[src/rtl/key_debounce_pkg.sv]
// ============================================================================
// key_debounce_pkg : shared FSM encoding and helpers for the key debouncer
// Revision 1.0
// ============================================================================
`default_nettype none

package key_debounce_pkg;

   typedef enum logic [1:0] {
      ST_IDLE    = 2'd0,
      ST_PDEB    = 2'd1,
      ST_PRESSED = 2'd2,
      ST_RDEB    = 2'd3
   } key_fsm_e;

   // A key counts as held while pressed or while a release is still being qualified.
   function automatic logic key_is_down(input key_fsm_e st);
      return (st == ST_PRESSED) || (st == ST_RDEB);
   endfunction

endpackage : key_debounce_pkg

`default_nettype wire

[src/rtl/key_debounce_chan.sv]
// ============================================================================
// key_debounce_chan : synchroniser, debounce FSM and hold timer for one key
// Revision 1.0
// ============================================================================
`default_nettype none

module key_debounce_chan
   import key_debounce_pkg::*;
#(
   parameter int DEBOUNCE_CYCLES = 1000000,
   parameter int LONG_CYCLES     = 50000000
)(
   input  logic clk,
   input  logic rstn,
   input  logic i_key_n,
   output logic o_state,
   output logic o_press,
   output logic o_release,
   output logic o_long
);

   localparam int c_CNT_W  = $clog2(DEBOUNCE_CYCLES);
   localparam int c_HOLD_W = $clog2(LONG_CYCLES + 1);
   localparam logic [c_CNT_W-1:0]  c_CNT_LAST = c_CNT_W'(DEBOUNCE_CYCLES - 1);
   localparam logic [c_HOLD_W-1:0] c_HOLD_MAX = c_HOLD_W'(LONG_CYCLES);

   logic [1:0]          r_sync;
   logic                w_s;
   key_fsm_e            r_state;
   key_fsm_e            w_state_nxt;
   logic [c_CNT_W-1:0]  r_cnt;
   logic [c_CNT_W-1:0]  w_cnt_nxt;
   logic [c_HOLD_W-1:0] r_hold;
   logic [c_HOLD_W-1:0] w_hold_nxt;
   logic                w_down_nxt;
   logic                r_down;
   logic                r_press;
   logic                r_release;
   logic                r_long;

   // Synchroniser holds the raw pin polarity, so its reset value means "released".
   always_ff @(posedge clk or negedge rstn) begin
      if (!rstn) begin
         r_sync <= 2'b11;
      end else begin
         r_sync <= {r_sync[0], i_key_n};
      end
   end

   assign w_s = ~r_sync[1];

   always_ff @(posedge clk or negedge rstn) begin
      if (!rstn) begin
         r_state <= ST_IDLE;
         r_cnt   <= '0;
         r_hold  <= '0;
      end else begin
         r_state <= w_state_nxt;
         r_cnt   <= w_cnt_nxt;
         r_hold  <= w_hold_nxt;
      end
   end

   always_comb begin
      w_state_nxt = r_state;
      w_cnt_nxt   = r_cnt;
      w_hold_nxt  = r_hold;
      case (r_state)
         ST_IDLE: begin
            if (w_s) begin
               w_state_nxt = ST_PDEB;
               w_cnt_nxt   = '0;
            end
         end
         ST_PDEB: begin
            if (!w_s) begin
               w_state_nxt = ST_IDLE;
               w_cnt_nxt   = '0;
            end else if (r_cnt == c_CNT_LAST) begin
               w_state_nxt = ST_PRESSED;
               w_cnt_nxt   = '0;
               w_hold_nxt  = '0;
            end else begin
               w_cnt_nxt = r_cnt + c_CNT_W'(1);
            end
         end
         ST_PRESSED: begin
            if (!w_s) begin
               w_state_nxt = ST_RDEB;
               w_cnt_nxt   = '0;
            end else if (r_hold != c_HOLD_MAX) begin
               w_hold_nxt = r_hold + c_HOLD_W'(1);
            end
         end
         ST_RDEB: begin
            // Hold time is preserved across a release bounce so key_long cannot re-fire.
            if (w_s) begin
               w_state_nxt = ST_PRESSED;
               w_cnt_nxt   = '0;
            end else if (r_cnt == c_CNT_LAST) begin
               w_state_nxt = ST_IDLE;
               w_cnt_nxt   = '0;
               w_hold_nxt  = '0;
            end else begin
               w_cnt_nxt = r_cnt + c_CNT_W'(1);
            end
         end
         default: begin
            w_state_nxt = ST_IDLE;
            w_cnt_nxt   = '0;
            w_hold_nxt  = '0;
         end
      endcase
   end

   assign w_down_nxt = key_is_down(w_state_nxt);

   always_ff @(posedge clk or negedge rstn) begin
      if (!rstn) begin
         r_down    <= 1'b0;
         r_press   <= 1'b0;
         r_release <= 1'b0;
         r_long    <= 1'b0;
      end else begin
         r_down    <= w_down_nxt;
         r_press   <= w_down_nxt & ~r_down;
         r_release <= ~w_down_nxt & r_down;
         r_long    <= (w_hold_nxt == c_HOLD_MAX) && (r_hold != c_HOLD_MAX);
      end
   end

   assign o_state   = r_down;
   assign o_press   = r_press;
   assign o_release = r_release;
   assign o_long    = r_long;

endmodule : key_debounce_chan

`default_nettype wire

[src/rtl/key_debounce.sv]
// ============================================================================
// key_debounce : NUM_KEYS independent active-low pushbutton debouncers
// Revision 1.0
// ============================================================================
`default_nettype none

module key_debounce
   import key_debounce_pkg::*;
#(
   parameter int NUM_KEYS        = 4,
   parameter int DEBOUNCE_CYCLES = 1000000,
   parameter int LONG_CYCLES     = 50000000
)(
   input  logic                clk,
   input  logic                rstn,
   input  logic [NUM_KEYS-1:0] key_n,
   output logic [NUM_KEYS-1:0] key_state,
   output logic [NUM_KEYS-1:0] key_press,
   output logic [NUM_KEYS-1:0] key_release,
   output logic [NUM_KEYS-1:0] key_long
);

   genvar gi;
   generate
      for (gi = 0; gi < NUM_KEYS; gi++) begin : g_chan
         key_debounce_chan #(
            .DEBOUNCE_CYCLES (DEBOUNCE_CYCLES),
            .LONG_CYCLES     (LONG_CYCLES)
         ) u_chan (
            .clk       (clk),
            .rstn      (rstn),
            .i_key_n   (key_n[gi]),
            .o_state   (key_state[gi]),
            .o_press   (key_press[gi]),
            .o_release (key_release[gi]),
            .o_long    (key_long[gi])
         );
      end
   endgenerate

endmodule : key_debounce

`default_nettype wire

[config.mk]
export PLATFORM = sky130hd
export DESIGN_NAME = key_debounce
export DESIGN_NICKNAME = d
export VERILOG_FILES = /design/src/rtl/key_debounce_pkg.sv /design/src/rtl/key_debounce_chan.sv /design/src/rtl/key_debounce.sv
export SDC_FILE = /design/constraint.sdc
export NUM_CORES = 1
export LEC_CHECK = 0
export CAP_MARGIN = 20
export CORE_MARGIN = 1
export CORE_UTILIZATION = 43
export CTS_BUF_LIST = sky130_fd_sc_hd__clkbuf_16
export DETAILED_ROUTE_END_ITERATION = 7
export HOLD_SLACK_MARGIN = 0.12
export PLACE_DENSITY = 0.66
export SYNTH_ARGS = -nofsm -noshare
export SYNTH_HDL_FRONTEND = slang
export SYNTH_SLANG_ARGS = --single-unit
[constraint.sdc]
create_clock -name clk -period 4.85 [get_ports clk]
set_input_delay 0.485 -clock clk [delete_from_list [all_inputs] [get_ports clk]]
set_output_delay 0.485 -clock clk [all_outputs]
set_load 0.05 [all_outputs]
==> results.toml <==
[synthesis]
synthTopCellsByArea = "dfrtp_1 (41%), o21ai_0 (7.3%), nand2_1 (4.8%)"
ys_types = 87
synth_nets = 1503
ys_warn_count = 0
syn-cell-area_um2 = 12800
synth.top_cell.area_share_pct = 40.8
yosys.area.top_type = "dfrtp_1"
async_flop_share_pct = 100
synth.avg_cell_area_um2 = 8.60
ys_seq_area_share_pct = 42.4
synth_edf_count = 0
syn_inst = 1485
synth-main-ff-cell = "dfrtp_1"
ys_ff_latch = 216

[sta]
worstMarginPinSlew_ns = 1.09
fin_ws_ns = 1.33
setup_viol = 0
hold_viol_final = 0
final-max-slew-violation-count = 0
finalCritPeriodShare_pct = 72.5
finClkSkew_ns = 0.0135
slew_headroom_pct = 27.1
tns_ns = 0
rsz0062_at_grt = "no"
min_period_ns = 3.52
whs_ns = 0.353
fmax_mhz = 284

[power_and_ir_drop]
p_switching_uw = 861
p_seq_share_pct = 49.0
clkPwrFrac_pct = 47.9
combPwrFrac_pct = 3.1
pwr_density_cell_nw_per_um2 = 268
ir_drop_uv = 201
swShare_pct = 23.0
p_leak_nw = 5.69
cellInternalPower_mw = 2.88
finalPower_mw = 3.75

[final_layout]
final_common_cell = "dfrtp_1"
fin_util_pct = 48.2
syn_to_final_growth_pct = 9.32
nets = 1477
final_cell_mix = "dfrtp_1 (208), o21ai_0 (185), nand2_1 (163), nor2_1 (144), nand3_1 (68)"
num-fill-cells = 2736
diodes = 0
layout-drive-gt1-share_pct = 6.50

[routing]
drc = 0
vias = 11300
ant_nets = 0
drt_iter0_drc = 857
routedWlPerCell_um = 16.5
drtPass1Iterations = 7
drt_wl_total_mm = 30.7
avgViaCountPerCell = 6.07

[setup_path]
worstSetupEndpointType = "flop"
critical_path_arrival_ns = 3.94
crit_family = "simple AND/OR/NAND/NOR gates"
path_cells = "ha_1, and3_1, nand3_1, nor4_4, mux2i_2, a211o_1, or4_1, or4_1, nor4_2"
setup.worst_path.class = "flop to flop"
crit_top_cell = "or4_1"
required_ns = 5.27
start_kind = "flop"
worstPathMaxFanout = 16
path_buf_inv = 0
crit_slowest_cell = "or4_1"
cpPeakStageDelay_ns = 0.55

[global_routing]
track_usage_pct = 20.1
grt_max_degree = 116
antenna_found_initial = 0
grt_pass1_vias = 10400
grt_pass1_wl_mm = 52.1
gr-total-overflow = 0

[clock_tree]
cts_tree = "done"
htreeDepth = 1
cts_setup_buffers = 0
numCtsBuffers = 25
clkLatencyLatePin_ns = 0.52
clkTransAtPathRegs_ns = 0.06
cts.path.max_buffers = 3
cts_hold_buf = 1
cts_resized = 0
cts-root-buf = "clkbuf_16"
cts.sinks = 216

[floorplan]
io_pins = 22
start_util_pct = 44.1
die-area_um2 = 30400
die_h_um = 174
die_w_um = 174
coreArea_um2 = 28900
row_count = 62

[status]
status = "finished, final reports clean"

[flow_run]
drv_cap = 0

[placed_design]
io_buffers = 21
dp_hpwl_mm = 21.0
place_congestion = 0.907
dpl_worst_slack_ns = 1.32

[min_path]
hp-class = "flop to flop"
-- layout make-up --
cell class	instances	area [µm²]	share of cell area [%]
multi-input cells	1145	6810	48.8
flip-flops and latches	216	5420	38.8
clock buffers	25	626	4.48
well taps	384	480	3.44
repair buffers	35	354	2.54
clock inverters	20	139	0.995
inverters	36	135	0.968
-- worst reg2reg max path, delay by kind of cell (launching register included) --
family          cells  cell delay [ns]
compound gates      1             0.38
fa+ha+maj           1             0.21
flops               1             0.40
mux                 1             0.31
simple gates        6             2.10
-- state kept, by name, indices dropped and copies added, names as in the netlist --
name,flops
g_chan.u_chan.r_cnt,80
g_chan.u_chan.r_state,8
g_chan.u_chan.o_long,4
g_chan.u_chan.r_hold,104
g_chan.u_chan.o_release,4
g_chan.u_chan.o_press,4
g_chan.u_chan.r_sync,8
g_chan.u_chan.o_state,4
-- logic make-up after synthesis --
logic type	after synthesis	share of synthesized area, %
fa+ha+maj	12	1.18
simple gates	705	30.2
compound gates	392	19.3
buf+inv	124	4.29
flops	216	42.4
mux	7	0.588
xor+xnor	29	1.99
-- cell usage after synthesis, types with 12 or more instances --
library cell and count:
dfrtp_1 208, o21ai_0 185, nand2_1 163, nor2_1 144
nand3_1 68, clkbuf_1 61, nand4_1 52, and3_1 51
a21oi_1 36, inv_1 36, a31oi_1 35, nor3_1 33
o31ai_1 31, nor4_1 27, and2_1 26, xnor2_1 19
buf_4 16, nand2b_1 14, nor2b_1 13, or4_1 13
ha_1 12
-- per-stage QoR --
step | std cells | area (µm²)
4_1_cts | 1860 | 13900
6_report | 1861 | 14000
5_1_grt | 1861 | 14000
3_5_place_dp | 1814 | 13200
2_1_floorplan | 1485 | 12800
3_3_place_gp | 1810 | 13100
-- final timing paths --
check | cells after the start | slack, ns | to | from
max | 9 | 1.33 | g_chan[2].u_chan.o_long | g_chan[2].u_chan.r_cnt[0]
min reg2reg | 0 | 0.35 | g_chan[2].u_chan.r_sync[1] | g_chan[2].u_chan.r_sync[0]
min | 0 | 0.35 | g_chan[2].u_chan.r_sync[1] | g_chan[2].u_chan.r_sync[0]
max in group asynchronous | 3 | 3.14 | g_chan[1].u_chan.r_sync[0] | rstn
max reg2reg | 9 | 1.33 | g_chan[2].u_chan.o_long | g_chan[2].u_chan.r_cnt[0]
min in group asynchronous | 2 | 0.60 | g_chan[3].u_chan.r_hold[18] | rstn
-- layer usage --
metal  routed length, µm  vias up  track usage, %
li1                    -     5440               -
met1               14400     5481            28.8
met2               14000      330            31.4
met3                1710       53            3.15
met4                 564        0            5.67
met5                   0        -               0
-- power groups by stage --
stage               logic, mW  registers, mW  clock network, mW
global route            0.136           1.84               1.92
global placement        0.114           1.87                  0
detailed placement      0.119           1.87                  0
finish                  0.118           1.84               1.79
floorplan              0.0640           1.86                  0
CTS                     0.120           1.83               1.85
No activity file was read; power rests on OpenSTA's default activity.
==> edit 1 (same flow settings) <==
Register the output `key_state`; this adds one clock of latency there. The other outputs are not delayed to match.
--- a/src/rtl/key_debounce.sv
+++ b/src/rtl/key_debounce.sv
@@ -20,6 +20,8 @@
    output logic [NUM_KEYS-1:0] key_long
 );
 
+   logic [NUM_KEYS-1:0] key_state_d;
+
    genvar gi;
    generate
       for (gi = 0; gi < NUM_KEYS; gi++) begin : g_chan
@@ -30,7 +32,7 @@
             .clk       (clk),
             .rstn      (rstn),
             .i_key_n   (key_n[gi]),
-            .o_state   (key_state[gi]),
+            .o_state   (key_state_d[gi]),
             .o_press   (key_press[gi]),
             .o_release (key_release[gi]),
             .o_long    (key_long[gi])
@@ -38,6 +40,10 @@
       end
    endgenerate
 
+   always_ff @(posedge clk) begin
+       key_state <= key_state_d;
+   end
+
 endmodule : key_debounce
 
 `default_nettype wire
Formal check against the unedited RTL: no difference found for any inputs over 4 cycles, from zero or initial values and one cycle with rstn low; that may be too few to reach the edited logic, so the function may still have changed.
==> edit 1 against the unedited design <==
Routed wire length increased by 2.6%. Worst setup slack got worse by 46 ps. Core utilization increased by 0.44 points. Total power up 4.8%. Sequential cell count increased by 4. Critical path depth did not move. Non-clock buffer count unchanged. Via count decreased by 0.11%. Area after synthesis is 0.39% higher. Largest power group is now the clock network. Synthesized cell count unchanged. Design area grew 1.2%. Global-route usage increased by 0.67 points. Critical path type unchanged.
==> edit 1: results <==
export IMPL_synth_area_mux_share=0.00586
export IMPL_met2_usage=0.330
export IMPL_grt_first_pass_wirelength_um=53600
export IMPL_hold_path_class="primary input to flip-flop"
export IMPL_netSwitchingPower_w=0.000923
export IMPL_vias=11292
export IMPL_top_regs="g_chan.u_chan.r_hold x104, g_chan.u_chan.r_cnt x80"
export IMPL_n_fill_cell=2762
export IMPL_hpwlAfterDp_um=21100
export IMPL_async_flop_share=0.982
export IMPL_critPathCaptureType="flip-flop"
export IMPL_crit_arrival_ps=4000
export IMPL_grt_max_degree=97
export IMPL_met3_wirelength_um=1820
export IMPL_p_leak_nw=5.75
export IMPL_ir_worst_vdd_mv=0.243
export IMPL_skew_ps=14.8
export IMPL_drtIter0Drc=1077
export IMPL_hold_path_startpoint="key_n[1]"
export IMPL_synthXorXnorAreaFrac=0.0198
export IMPL_hold_path_end="g_chan[1].u_chan.r_sync[0]$_DFF_PN1_"
export IMPL_yosysSeqAreaShare=0.429
export IMPL_cts_buffers=27
export IMPL_synthAdderAreaFrac=0.0117
export IMPL_synth_cell_types=88
export IMPL_portBuffers=21
export IMPL_tightest_slew_ps=1040
export IMPL_dp_cells=1817
export IMPL_drive_gt1_frac=0.0680
export IMPL_grt_total_usage=0.208
export IMPL_grt_util_met1=0.300
export IMPL_holdBufCountCts=1
export IMPL_clk_pin_slew_ps=60
export IMPL_gp_congestion=0.948
export IMPL_maxCapViolations=0
export IMPL_synth_compound_area_frac=0.192
export IMPL_clk_power_w=0.00194
export IMPL_use_met3=0.0307
export IMPL_slew_violations=0
export IMPL_placed_cell_area_mm2=0.0132
export IMPL_routed_wirelength_um=31500
export IMPL_fin_crit_ps=3560
export IMPL_outcome="complete, no violations"
export IMPL_highest_layer="met4"
export IMPL_pre_cts_ws_ps=1330
export IMPL_synth_top_cells_by_count="208 x dfrtp_1, 185 x o21ai_0, 163 x nand2_1"
export IMPL_r2r_worst_path_cells=9
export IMPL_dr_wl_met2_um=14400
export IMPL_worstHoldPathCells=1
export IMPL_post_cts_resize_count=0
export IMPL_synth_area_leaders="dfrtp_1 41%, o21ai_0 7.2%, nand2_1 4.8%"
export IMPL_powerSeq_w=0.00187
export IMPL_antenna_found_initial=0
export IMPL_clock_latency_ps=540
export IMPL_firstDrtPassIters=5
export IMPL_clockBufferDepth=3
export IMPL_met1_length_um=14900
export IMPL_stdcell_count=1870
==> edit 1: changes by cell type after synthesis <==
cell / unedited run / this run
buf_4: 16 / 12
dfxtp_1: 0 / 4
==> edit 1: final cells by class <==
class / instances / share of cell area
multi-input cells: 1145 / 0.482
clock buffers: 27 / 0.0478
well taps: 384 / 0.0340
inverters: 36 / 0.00957
repair buffers: 35 / 0.0251
clock inverters: 23 / 0.0124
flip-flops and latches: 220 / 0.389
==> edit 1: metrics by stage <==
stage,hold WS [ps],utilization,total power [W]
after detailed placement,347,0.456,0.00202
after global placement,346,0.455,0.00202
after CTS,327,0.486,0.00399
after floorplan,189,-,0.00195
after global routing,329,0.487,0.00409
final,350,0.487,0.00393
==> edit 1: worst register-to-register path: stages, from the launching register on <==
cell	delay, ps
dfrtp_1	400
ha_1	210
and3_1	180
nand3_1	320
nor4_4	360
mux2i_2	320
a211o_1	390
or4_1	510
or4_1	550
nor4_2	230
==> edit 2 (same flow settings) <==
Without the edit above. `NUM_KEYS`: 4 -> 2.
--- a/src/rtl/key_debounce.sv
+++ b/src/rtl/key_debounce.sv
@@ -7,7 +7,7 @@
 module key_debounce
    import key_debounce_pkg::*;
 #(
-   parameter int NUM_KEYS        = 4,
+   parameter int NUM_KEYS        = 2,
    parameter int DEBOUNCE_CYCLES = 1000000,
    parameter int LONG_CYCLES     = 50000000
 )(
Ports: changed (5 resized); port bits go from 22 to 12. No check against the original RTL was run, so the function may have changed too.
==> edit 2 against the unedited design <==
Routed wire length decreased by 52%. Count of clock-buffer cells in the layout fell by 16. Combinational power down 56%. Sequential cell count fell by 108. Highest routed layer unchanged. Area after synthesis down 52%. Total power decreased by 55%. Design area fell by 52%. Clock power decreased by 61%. Worst setup slack gained 380 ps.
==> edit 2: results <==
export IMPL_grt_first_pass_wirelength_um=24900
export IMPL_synthAdderAreaFrac=0.0122
export IMPL_signal_buffers=17
export IMPL_buffer_area_frac=0.0247
export IMPL_vias=5384
export IMPL_final_cell_area_mm2=0.00663
export IMPL_p_leak_nw=2.62
export IMPL_hold_worst_slack_ps=142
export IMPL_yosysSeqAreaShare=0.439
export IMPL_synthXorXnorAreaFrac=0.0240
export IMPL_numClockSinks=108
export IMPL_clock_buffers=9
export IMPL_top_regs="g_chan.u_chan.r_hold x52, g_chan.u_chan.r_cnt x40"
export IMPL_h_tree_depth=3
export IMPL_routed_wirelength_um=14700
export IMPL_synth_area_leaders="dfrtp_1 42%, o21ai_0 7.0%, nand2_1 5.6%"
export IMPL_outcome="complete, no violations"
export IMPL_grt_max_degree=59
export IMPL_use_met3=0.0473
export IMPL_relSlewSlack=0.310
export IMPL_met2_usage=0.333
export IMPL_gp_congestion=0.903
export IMPL_critPathMaxFanout=27
export IMPL_synth_area_mm2=0.00616
export IMPL_nNonClkInverters=16
export IMPL_met1_length_um=6890
export IMPL_finalCritPeriodShare=0.647
export IMPL_nets=724
edit 2: changes by cell type in the layout (fill, tap and decap cells not counted), sizes merged, moves of 18 or more:
cell,unedited run,this run
nand4,53,33
nand2,163,94
inv,41,19
o21ai,188,89
a31oi,36,10
a21oi,37,13
dfrtp,208,104
nor3,34,16
and3,51,18
nor2,145,64
edit 2: kinds of logic (layout without fill, tap and decap cells):
| kind of cell | Yosys count | in the layout |
|---|---|---|
| AOI/OAI and AO/OA | 166 | 166 |
| buffers and inverters | 55 | 49 |
| and+or+nand+nor | 372 | 372 |
| xor gates and xnor gates | 16 | 16 |
| muxes | 2 | 2 |
| DFF | 108 | 108 |
| adders and majority gates | 6 | 6 |
edit 2: power breakdown:
part | total [W] | switching, W | internal (W)
clock | 0.000701 | 0.000349 | 0.000352
sequential | 0.000916 | 0.00000906 | 0.000907
combinational | 0.0000520 | 0.0000379 | 0.0000141
total | 0.00167 | 0.000396 | 0.00127
